### src/rtl/deb_pkg.sv
// Shared constants and helpers for the input debouncer array.
package deb_pkg;

   localparam int DEB_SYNC_STAGES_DEF   = 2;
   localparam int DEB_STABLE_CYCLES_DEF = 8;

   // The counter must be able to hold values up to STABLE_CYCLES without wrapping.
   function automatic int deb_cnt_width(input int stable_cycles);
      return $clog2(stable_cycles + 1);
   endfunction

endpackage

### src/rtl/deb_chan.sv
// One debounced channel: reset-to-idle synchroniser, stability counter and
// registered level plus rise/fall strobes.
module deb_chan
   import deb_pkg::*;
#(
   parameter int   SYNC_STAGES   = DEB_SYNC_STAGES_DEF,
   parameter int   STABLE_CYCLES = DEB_STABLE_CYCLES_DEF,
   parameter logic RESET_LEVEL   = 1'b1
) (
   input  logic clk,
   input  logic rst_n,
   input  logic en,
   input  logic in,
   output logic out,
   output logic rise,
   output logic fall
);

   localparam int            CW       = deb_cnt_width(STABLE_CYCLES);
   localparam logic [CW-1:0] CNT_LAST = CW'(STABLE_CYCLES - 1);

   logic [SYNC_STAGES-1:0] sync_q;
   logic                   s;
   logic [CW-1:0]          cnt;

   assign s = sync_q[SYNC_STAGES-1];

   // The synchroniser keeps shifting even while en is low, so re-enabling sees a current level.
   always_ff @(posedge clk or negedge rst_n) begin
      if (!rst_n) begin
         sync_q <= {SYNC_STAGES{RESET_LEVEL}};
      end else begin
         sync_q <= {sync_q[SYNC_STAGES-2:0], in};
      end
   end

   // Accept a new level only after STABLE_CYCLES consecutive differing samples.
   always_ff @(posedge clk or negedge rst_n) begin
      if (!rst_n) begin
         cnt  <= '0;
         out  <= RESET_LEVEL;
         rise <= 1'b0;
         fall <= 1'b0;
      end else begin
         rise <= 1'b0;
         fall <= 1'b0;
         if (!en) begin
            cnt <= '0;
         end else if (s == out) begin
            cnt <= '0;
         end else if (cnt == CNT_LAST) begin
            out  <= s;
            cnt  <= '0;
            rise <= s;
            fall <= ~s;
         end else begin
            cnt <= cnt + CW'(1);
         end
      end
   end

endmodule

### src/rtl/deb_array.sv
// Array of independent debounced channels sharing clock, reset and enable.
module deb_array
   import deb_pkg::*;
#(
   parameter int   CHANNELS      = 2,
   parameter int   SYNC_STAGES   = DEB_SYNC_STAGES_DEF,
   parameter int   STABLE_CYCLES = DEB_STABLE_CYCLES_DEF,
   parameter logic RESET_LEVEL   = 1'b1
) (
   input  logic                clk,
   input  logic                rst_n,
   input  logic                en,
   input  logic [CHANNELS-1:0] in,
   output logic [CHANNELS-1:0] out,
   output logic [CHANNELS-1:0] rise,
   output logic [CHANNELS-1:0] fall
);

   for (genvar i = 0; i < CHANNELS; i++) begin : g_chan
      deb_chan #(
         .SYNC_STAGES  (SYNC_STAGES),
         .STABLE_CYCLES(STABLE_CYCLES),
         .RESET_LEVEL  (RESET_LEVEL)
      ) u_chan (
         .clk  (clk),
         .rst_n(rst_n),
         .en   (en),
         .in   (in[i]),
         .out  (out[i]),
         .rise (rise[i]),
         .fall (fall[i])
      );
   end

endmodule

### config.mk
export PLATFORM = sky130hd
export DESIGN_NAME = deb_array
export DESIGN_NICKNAME = d
export VERILOG_FILES = /design/src/rtl/deb_pkg.sv /design/src/rtl/deb_chan.sv /design/src/rtl/deb_array.sv
export SDC_FILE = /design/constraint.sdc
export NUM_CORES = 1
export LEC_CHECK = 0
export CAP_MARGIN = 40
export CELL_PAD_IN_SITES_DETAIL_PLACEMENT = 1
export CELL_PAD_IN_SITES_GLOBAL_PLACEMENT = 1
export CORE_MARGIN = 2
export CORE_UTILIZATION = 37
export DETAILED_ROUTE_END_ITERATION = 12
export GPL_ROUTABILITY_DRIVEN = 0
export PLACE_DENSITY = 0.78
export SLEW_MARGIN = 20
export SYNTH_ARGS = -nofsm -noshare
export SYNTH_HDL_FRONTEND = slang
export SYNTH_SLANG_ARGS = --single-unit
### constraint.sdc
create_clock -name clk -period 1.31 [get_ports clk]
set_input_delay 0.262 -clock clk [delete_from_list [all_inputs] [get_ports clk]]
set_output_delay 0.262 -clock clk [all_outputs]
set_load 0.05 [all_outputs]
## After elaboration in Yosys (flattened, before gate mapping)

Cells that the tools add are included.

| cells by class | value |
|---|---|
| reductions and logical operators | 2 |
| bitwise logic cells | 4 |
| add/subtract/negate cells | 2 |
| eq/ne operators | 4 |
| multiplexer cells | 18 |

Operators by type and width:

| cell | number |
|---|---|
| two-way mux 4 bit | 6 |
| two-way mux 1 bit | 12 |
| adder 4 x 1 -> 4 bit, second input constant | 2 |
| equality test 4 x 3 -> 1 bit, second input constant | 2 |
| AND reduction 3 bit | 2 |
| inverter 1 bit | 4 |
| equality test 1 bit | 2 |

| storage, ports and cells | value |
|---|---|
| input port bits | 5 |
| word-level logic and storage cells | 40 |
| register bits | 18 |

## Logic depth before layout (Yosys ltp)

Gate-level depths: netlist (run 1).

| logic depth | value |
|---|---|
| depth in word-level cells | 4 |
| gate-level depth with buffers | 4 |

## Hierarchy

A second synthesis (run 1) with hierarchy kept.

| unflattened totals | value |
|---|---|
| cell total of the unflattened synthesis | 50 |
| area, all modules | 695.7 um^2 |

Modules (own cells, without submodules):

| module | sequential area each (um^2) | area an instance (um^2) | cells an instance | instances |
|---|---|---|---|---|
| deb_chan | 229.0 | 347.8 | 25 | 2 |

## Worst setup path before layout (run 1)

OpenSTA, ideal clock, no wires.

| timing | value |
|---|---|
| path type | register to register |
| start | register g_chan[1].u_chan.cnt[0] |
| end | register g_chan[1].u_chan.out |
| data arrival time | 1.187 ns |
| setup slack | 0.041 ns |
| period minus slack after synthesis | 1.269 ns |
| stages on the path, launching flop included | 5 |
| cells stage by stage | dfrtp_1 -> ha_1 -> and3b_2 -> nand2_1 -> mux2_4 |

| on the way | value |
|---|---|
| longest elaborated chain between the ends | 2 |

Ends and longest elaborated chain:

| item | RTL line | RTL |
|---|---|---|
| start: declaration | deb_chan.sv:24 | `logic [CW-1:0] cnt;` |
| start signal: assignment | deb_chan.sv:57 | `cnt <= cnt + CW'(1);` |
| equality test 4 x 3 -> 1 bit | deb_chan.sv:51 | `end else if (cnt == CNT_LAST) begin` |
| AND reduction 3 bit (no source line) | -- |  |
| end signal: assignment | deb_chan.sv:52 | `out <= s;` |
| end: declaration | deb_chan.sv:14 | `output logic out,` |

Every way passes these cells.
A chain may end at the register's enable or synchronous reset.

## Worst setup path after layout (run 1)

| timing | value |
|---|---|
| start | register g_chan[1].u_chan.out |
| end | output out[1] |

RTL lines:

| item | RTL line | RTL |
|---|---|---|
| end: declaration | deb_array.sv:14 | `output logic [CHANNELS-1:0] out,` |

No word-level cell between the ends.

==> results of run 1 <==
## cells in the final DEF, fill, tap and decap left out
master           count
dfstp_2              6
nor3b_2              1
nand2_2              4
mux2_4               2
nor3b_1              1
nor3_1               1
and4_2               2
clkdlybuf4s50_1      4
nand3_1              2
buf_4                9
mux2i_1              2
ha_2                 2
nor3_2               1
nor2_1               6
and3_2               2
dfrtp_1             12
and3b_2              2
clkbuf_4             3
clkbuf_8             1
buf_6                2
xor2_1               1
xor2_2               1
buf_12               6
xnor2_1              2
## path summary, 6_finish.rpt
| kind | start | end | slack [ns] |
|---|---|---|---|
| setup / recovery | g_chan[1].u_chan.out$_DFFE_PN1P_ | out[1] | -0.04 |
| hold / removal | rst_n | g_chan[1].u_chan.cnt[2]$_DFF_PN0_ | 0.28 |
| setup reg to reg | g_chan[0].u_chan.cnt[0]$_DFF_PN0_ | g_chan[0].u_chan.out$_DFFE_PN1P_ | 0.04 |
| hold reg to reg | g_chan[1].u_chan.sync_q[0]$_DFF_PN1_ | g_chan[1].u_chan.sync_q[1]$_DFF_PN1_ | 0.36 |
| max in group asynchronous | rst_n | g_chan[0].u_chan.sync_q[0]$_DFF_PN1_ | 0.78 |
| min in group clk | g_chan[1].u_chan.sync_q[0]$_DFF_PN1_ | g_chan[1].u_chan.sync_q[1]$_DFF_PN1_ | 0.36 |
## sequential cells by signal (all words and copies together) (netlist names)
register              flops
g_chan.u_chan.cnt         8
g_chan.u_chan.sync_q      4
g_chan.u_chan.fall        2
g_chan.u_chan.out         2
g_chan.u_chan.rise        2
## kinds of logic (layout without fill, tap and decap cells)
group	count (synthesis)	count (layout)
AND/OR/NAND/NOR	22	22
adder cells (fa/ha/maj)	2	2
buffers and inverters	6	25
XOR/XNOR	4	4
multiplexers	4	4
flip-flops	18	18
## per-stage QoR
step           cell area, µm²  instances  setup WS [ns]  utilization  hold slack, ns
2_1_floorplan             741         56         0.0406            -         -0.0336
3_3_place_gp              935         93       -0.00519        0.486           0.345
3_5_place_dp              935         93        -0.0588        0.486           0.348
4_1_cts                  1000        100        -0.0523        0.521           0.274
5_1_grt                  1050        102        -0.0796        0.546           0.289
6_report                 1050        102        -0.0361        0.546           0.281
## layer usage
metal,up-vias,wire (µm),track usage
met4,0,27,0.0857
met5,-,0,0
met2,10,628,0.212
met1,230,556,0.144
met3,4,47,0.0401
li1,220,-,-
## cell type report
class / count / area, µm²
Clock buffer: 4 / 36.3
Timing Repair Buffer: 21 / 250
Sequential cell: 18 / 458
Tap cell: 27 / 33.8
Multi-Input combinational cell: 32 / 270
Fill cell: 212 / 873
## worst reg2reg max path: stages, from the launching register on
cell and delay [ns]:
dfrtp_1 0.42, ha_2 0.20, and3b_2 0.23, nand2_2 0.08
mux2_4 0.29
## power breakdown
part	leakage, nW	internal, mW	total (mW)	switching, mW
combinational	0.240	0.0251	0.0525	0.0275
sequential	0.228	0.573	0.583	0.00986
clock	0.0210	0.169	0.339	0.169
total	0.489	0.767	0.974	0.206
## timing repair
item,CTS,global route
gates resized for setup,2,9
pin swaps,0,1
setup buffers,3,2
setup endpoints to repair,3,8
==> key figures, run 1 <==
Global routing
  – Initial antenna violation count: 0
  – Vias in the first global route: 537
  – Total congestion overflow: 0
  – First-pass GRT wire length: 2260 µm
  – Total GRT Usage: 0.129
  – Largest net degree at the start of global routing: 19

Detailed routing
  – Initial detailed-routing violation count: 4
  – DRT Pass-1 Iters: 3
  – Drt total wl: 1260 µm
  – Post-DRT Antenna Nets: 0
  – # DRC: 0
  – Vias: 464
  – Average wire per cell in the routed design: 12.4 µm
  – DR vias/cell: 4.55

Clock network
  – Clock Pin Slew Worst Setup and Hold Paths: 0.10 ns
  – Hold Buf Count CTS: 0
  – Clock Latency Late Sink: 0.29 ns
  – CTS tree: done
  – Clk sinks: 18
  – CTS Root Buffer Type: clkbuf_4
  – CTS buffer count: 3
  – Longest Clk Path Bufs: 2
  – H-tree depth: 1

Layout
  – Diodes inserted: 0
  – Layout cell share with drive strength beyond 1: 0.587
  – P&R area growth vs syn: 41.6%
  – # nets final: 83

Worst setup path
  – CP Max Fanout: 2
  – Worst Path Arrival: 1.08 ns
  – Worst setup path category: register to primary output
  – R2R depth: 4
  – CP delay by family, top: flip-flops
  – Slowest CP cell: dfstp_2
  – Max incr delay on CP: 0.57 ns
  – Critical path required time: 1.05 ns
  – CP Cell Sequence: buf_6 -> buf_12
  – Worst Path Buf+Inv: 2
  – Worst setup EP type: primary output
  – CP Depth: 2
  – Setup crit start kind: register

Synthesis
  – Sequential area share after synthesis: 0.618
  – Post-synthesis share of cell area spent on xor and xnor gates: 0.0473
  – Portion of netlist area occupied by mux cells: 0.0676
  – Leading register cell type out of synthesis: dfrtp_1
  – Post-synth EDFFs: 0
  – Largest family of logic cells by synthesized area: simple AND/OR/NAND/NOR gates
  – Syn avg cell area: 13.2 µm²
  – Most frequent cell after synthesis: dfrtp_1
  – Compound-Gate Fraction of Synth Area: 0
  – Mapped Nets: 63
  – Cell variety after synth: 16
  – Register bit total from synthesis: 18
  – Post-synth top area share: 0.405
  – Simple-gate share of the synthesized area: 0.172
  – Synthesized area: 741 µm²
  – Yosys warns: 0
  – Top post-synthesis cells by count: 12 x dfrtp_1, 6 x buf_4, 6 x dfstp_2, 6 x nor2_1, 4 x nand2_1
  – Synth area leader: dfrtp_1
  – Synth Instances: 56
  – Post-synth ARST share: 1.00
  – Post-Synth Adder-Cell Area: 0.0338
  – Largest cells by area after synthesis: dfrtp_1 41%, dfstp_2 21%, buf_4 6.1%

Power
  – VDD IR max: 0.465 mV
  – Tot Pwr: 0.974 mW
  – P per Cell Area: 929 mW/mm²
  – Pleak: 0.489 nW

Outcome
  – Outcome: finished with violations
  – Failing checks: negative setup slack

STA
  – RSZ-0062 raised after global routing: yes
  – Final slew viol count: 0
  – Final worst setup slack: -0.0361 ns
  – Final number of hold-violating endpoints: 0
  – Max Clk Rate: 0.743 GHz
  – Worst Skew: 0.00190 ns
  – Setup violators final: 2
  – Final critical-path share of the clock period: 1.03
  – Slew @ Worst Pin: 0.306 ns
  – Setup TNS: -0.0570 ns
  – Crit path time final: 1.35 ns
  – Max-Slew Margin vs Limit: 0.795

Placed design
  – # port buffers: 10
  – Post-DP HPWL: 906 µm

Hold path
  – Hold Path Class: input port to async pin

Die
  – Initial core utilization: 0.385
  – Core Area: 0.00192 mm²
  – Die Area: 0.00238 mm²
  – Row cnt: 16
  – IO Count: 11
  – Die height: 48.7 µm
  – Die W: 48.7 µm

Job
  – Max-Cap Viols: 0
No activity file was read; power rests on OpenSTA's default activity.
==> inputs of run 2 (changes only) <==
SLEW_MARGIN = 5   (was 20)
==> results of run 2 <==
The final DEF is identical to that of run 1; final timing and power are the same.
==> inputs of run 3 (changes only) <==
SKIP_CTS_REPAIR_TIMING = 1   (was not set)
==> run 3 against run 2 <==
  * The run still ends with negative setup slack left
  * Non-clock buffer count fell by 1
  * Clock power is essentially flat
  * Count of clock-buffer cells in the layout is the same
  * Critical path type unchanged
==> key figures, run 3 (synthesis gave the netlist of run 1 again) <==
Outcome
  – Outcome: finished with violations (unchanged)
  – Failing checks: negative setup slack (unchanged)

STA
  – Crit path time final: 1.35 ns (about the same)
  – Setup violators final: 2 (unchanged)
  – Final worst setup slack: -0.0365 ns (was -0.0361 ns)
  – Final slew viol count: 0 (unchanged)
  – Max Clk Rate: 0.743 GHz (about the same)
  – Final number of hold-violating endpoints: 0 (unchanged)
  – Max-Slew Margin vs Limit: 0.801 (was 0.795)
  – Slew @ Worst Pin: 0.297 ns (was 0.306 ns)
  – Final critical-path share of the clock period: 1.03 (about the same)
  – Setup TNS: -0.0639 ns (was -0.0570 ns)
  – RSZ-0062 raised after global routing: yes (unchanged)
  – Worst Skew: 0.00218 ns (was 0.00190 ns)

Global routing
  – Total congestion overflow: 0 (unchanged)
  – Largest net degree at the start of global routing: 19 (unchanged)
  – Initial antenna violation count: 0 (unchanged)
  – Vias in the first global route: 521 (was 537)
  – First-pass GRT wire length: 2150 µm (was 2260 µm)
  – Total GRT Usage: 0.123 (was 0.129)

Detailed routing
  – Vias: 459 (was 464)
  – # DRC: 0 (unchanged)
  – DRT Pass-1 Iters: 3 (unchanged)
  – Drt total wl: 1240 µm (was 1260 µm)
  – Average wire per cell in the routed design: 12.2 µm (was 12.4 µm)
  – DR vias/cell: 4.54 (was 4.55)
  – Initial detailed-routing violation count: 1 (was 4)
  – Post-DRT Antenna Nets: 0 (unchanged)

Worst setup path
  – Worst setup EP type: primary output (unchanged)
  – Worst Path Buf+Inv: 2 (unchanged)
  – Setup crit start kind: register (unchanged)
  – CP Launch Point: g_chan[1].u_chan.out$_DFFE_PN1P_ (unchanged)
  – Max incr delay on CP: 0.57 ns (about the same)
  – Worst Path Arrival: 1.08 ns (about the same)
  – CP Max Fanout: 2 (unchanged)
  – CP Cell Sequence: buf_6 -> buf_12 (unchanged)
  – Reg2reg start: g_chan[1].u_chan.cnt[1]$_DFF_PN0_ (was g_chan[0].u_chan.cnt[0]$_DFF_PN0_)
  – R2R depth: 4 (unchanged)
  – R2R Setup Slk: 0.03 ns (was 0.04 ns)
  – Worst setup path category: register to primary output (unchanged)
  – Critical path required time: 1.05 ns (about the same)
  – CP delay by family, top: flip-flops (unchanged)
  – Reg2reg end: g_chan[1].u_chan.out$_DFFE_PN1P_ (was g_chan[0].u_chan.out$_DFFE_PN1P_)
  – Slowest CP cell: dfstp_2 (unchanged)

Die
  – Die Area: 0.00238 mm² (unchanged)
  – Initial core utilization: 0.385 (unchanged)
  – Die height: 48.7 µm (unchanged)
  – Die W: 48.7 µm (unchanged)
  – Core Area: 0.00192 mm² (unchanged)
  – IO Count: 11 (unchanged)
  – Row cnt: 16 (unchanged)

Power
  – P per Cell Area: 941 mW/mm² (was 929 mW/mm²)
  – VDD IR max: 0.465 mV (about the same)
  – Pleak: 0.483 nW (was 0.489 nW)

Layout
  – Most frequent cells in the layout: 12 x dfrtp_1, 8 x buf_4, 6 x nor2_1, 6 x dfstp_2, 6 x buf_12 (was 12 x dfrtp_1, 9 x buf_4, 6 x nor2_1, 6 x dfstp_2, 6 x buf_12)
  – Layout cell share with drive strength beyond 1: 0.568 (was 0.587)
  – Commonest non-fill, non-tap cell in the layout: dfrtp_1 (unchanged)
  – # nets final: 82 (was 83)
  – Top flop regs: g_chan.u_chan.cnt: 8 flops, g_chan.u_chan.sync_q: 4 flops (unchanged)
  – Max reg flops: 8 (unchanged)
  – P&R area growth vs syn: 39.9% (was 41.6%)
  – Post-layout util: 0.539 (was 0.546)
  – FILL cells: 213 (was 212)
  – Largest register by flop count: g_chan.u_chan.cnt (unchanged)
  – Diodes inserted: 0 (unchanged)

Hold path
  – Hold Path Class: input port to async pin (unchanged)

Clock network
  – Clock Latency Late Sink: 0.29 ns (about the same)
  – CTS Root Buffer Type: clkbuf_4 (unchanged)
  – Longest Clk Path Bufs: 2 (unchanged)
  – CTS buffer count: 3 (unchanged)
  – Clk sinks: 18 (unchanged)
  – CTS tree: done (unchanged)
  – Clock Pin Slew Worst Setup and Hold Paths: 0.10 ns (about the same)
  – H-tree depth: 1 (unchanged)

Placed design
  – Pre-CTS setup slack: -0.0588 ns (unchanged)
  – # port buffers: 10 (unchanged)
  – Post-DP HPWL: 906 µm (unchanged)

Job
  – Max-Cap Viols: 0 (unchanged)
## run 3: worst max-delay path by stage
stage | to | slack, ns | cells past startpoint
global route | out[1] | -0.08 | 2
CTS | out[0] | -0.08 | 2
floorplan | g_chan[1].u_chan.out$_DFFE_PN1P_ | 0.04 | 4
global placement | g_chan[0].u_chan.out$_DFFE_PN1P_ | -0.005 | 3
detailed placement | g_chan[1].u_chan.fall$_DFF_PN0_ | -0.06 | 3
finish | out[1] | -0.04 | 2
## run 3: cell type report
type	count	area, µm²	area share
sequential	18	458	0.442
multi-input combinational	32	265	0.256
timing repair buffer	20	243	0.234
clock buffer	4	36.3	0.0350
tap	27	33.8	0.0326
## run 3: routing by layer
metal	vias up	GRT usage	wire length (µm)
li1	219	-	-
met1	226	0.134	561
met2	10	0.201	596
met3	4	0.0401	48
met4	0	0.0857	27
met5	-	0	0
## run 3: power by group
| part | internal (mW) | leakage [nW] | switching, mW |
|---|---|---|---|
| combinational | 0.0256 | 0.234 | 0.0269 |
| sequential | 0.573 | 0.228 | 0.0102 |
| clock | 0.169 | 0.0210 | 0.169 |
## run 3: worst register-to-register path, delay by kind of cell, from the launching register on
| family | cells | cell delay, ns |
|---|---|---|
| adders and majority gates | 1 | 0.19 |
| and+or+nand+nor | 2 | 0.31 |
| muxes | 1 | 0.30 |
| DFF | 1 | 0.41 |
## run 3: stage by stage
stage          hold WS (ns)  cell area [µm²]  power, mW  instances
2_1_floorplan       -0.0336              741      0.603         56
3_3_place_gp          0.345              935      0.635         93
3_5_place_dp          0.348              935      0.638         93
4_1_cts               0.274              971      0.987         97
5_1_grt               0.289             1040       1.03        101
6_report              0.281             1040      0.974        101
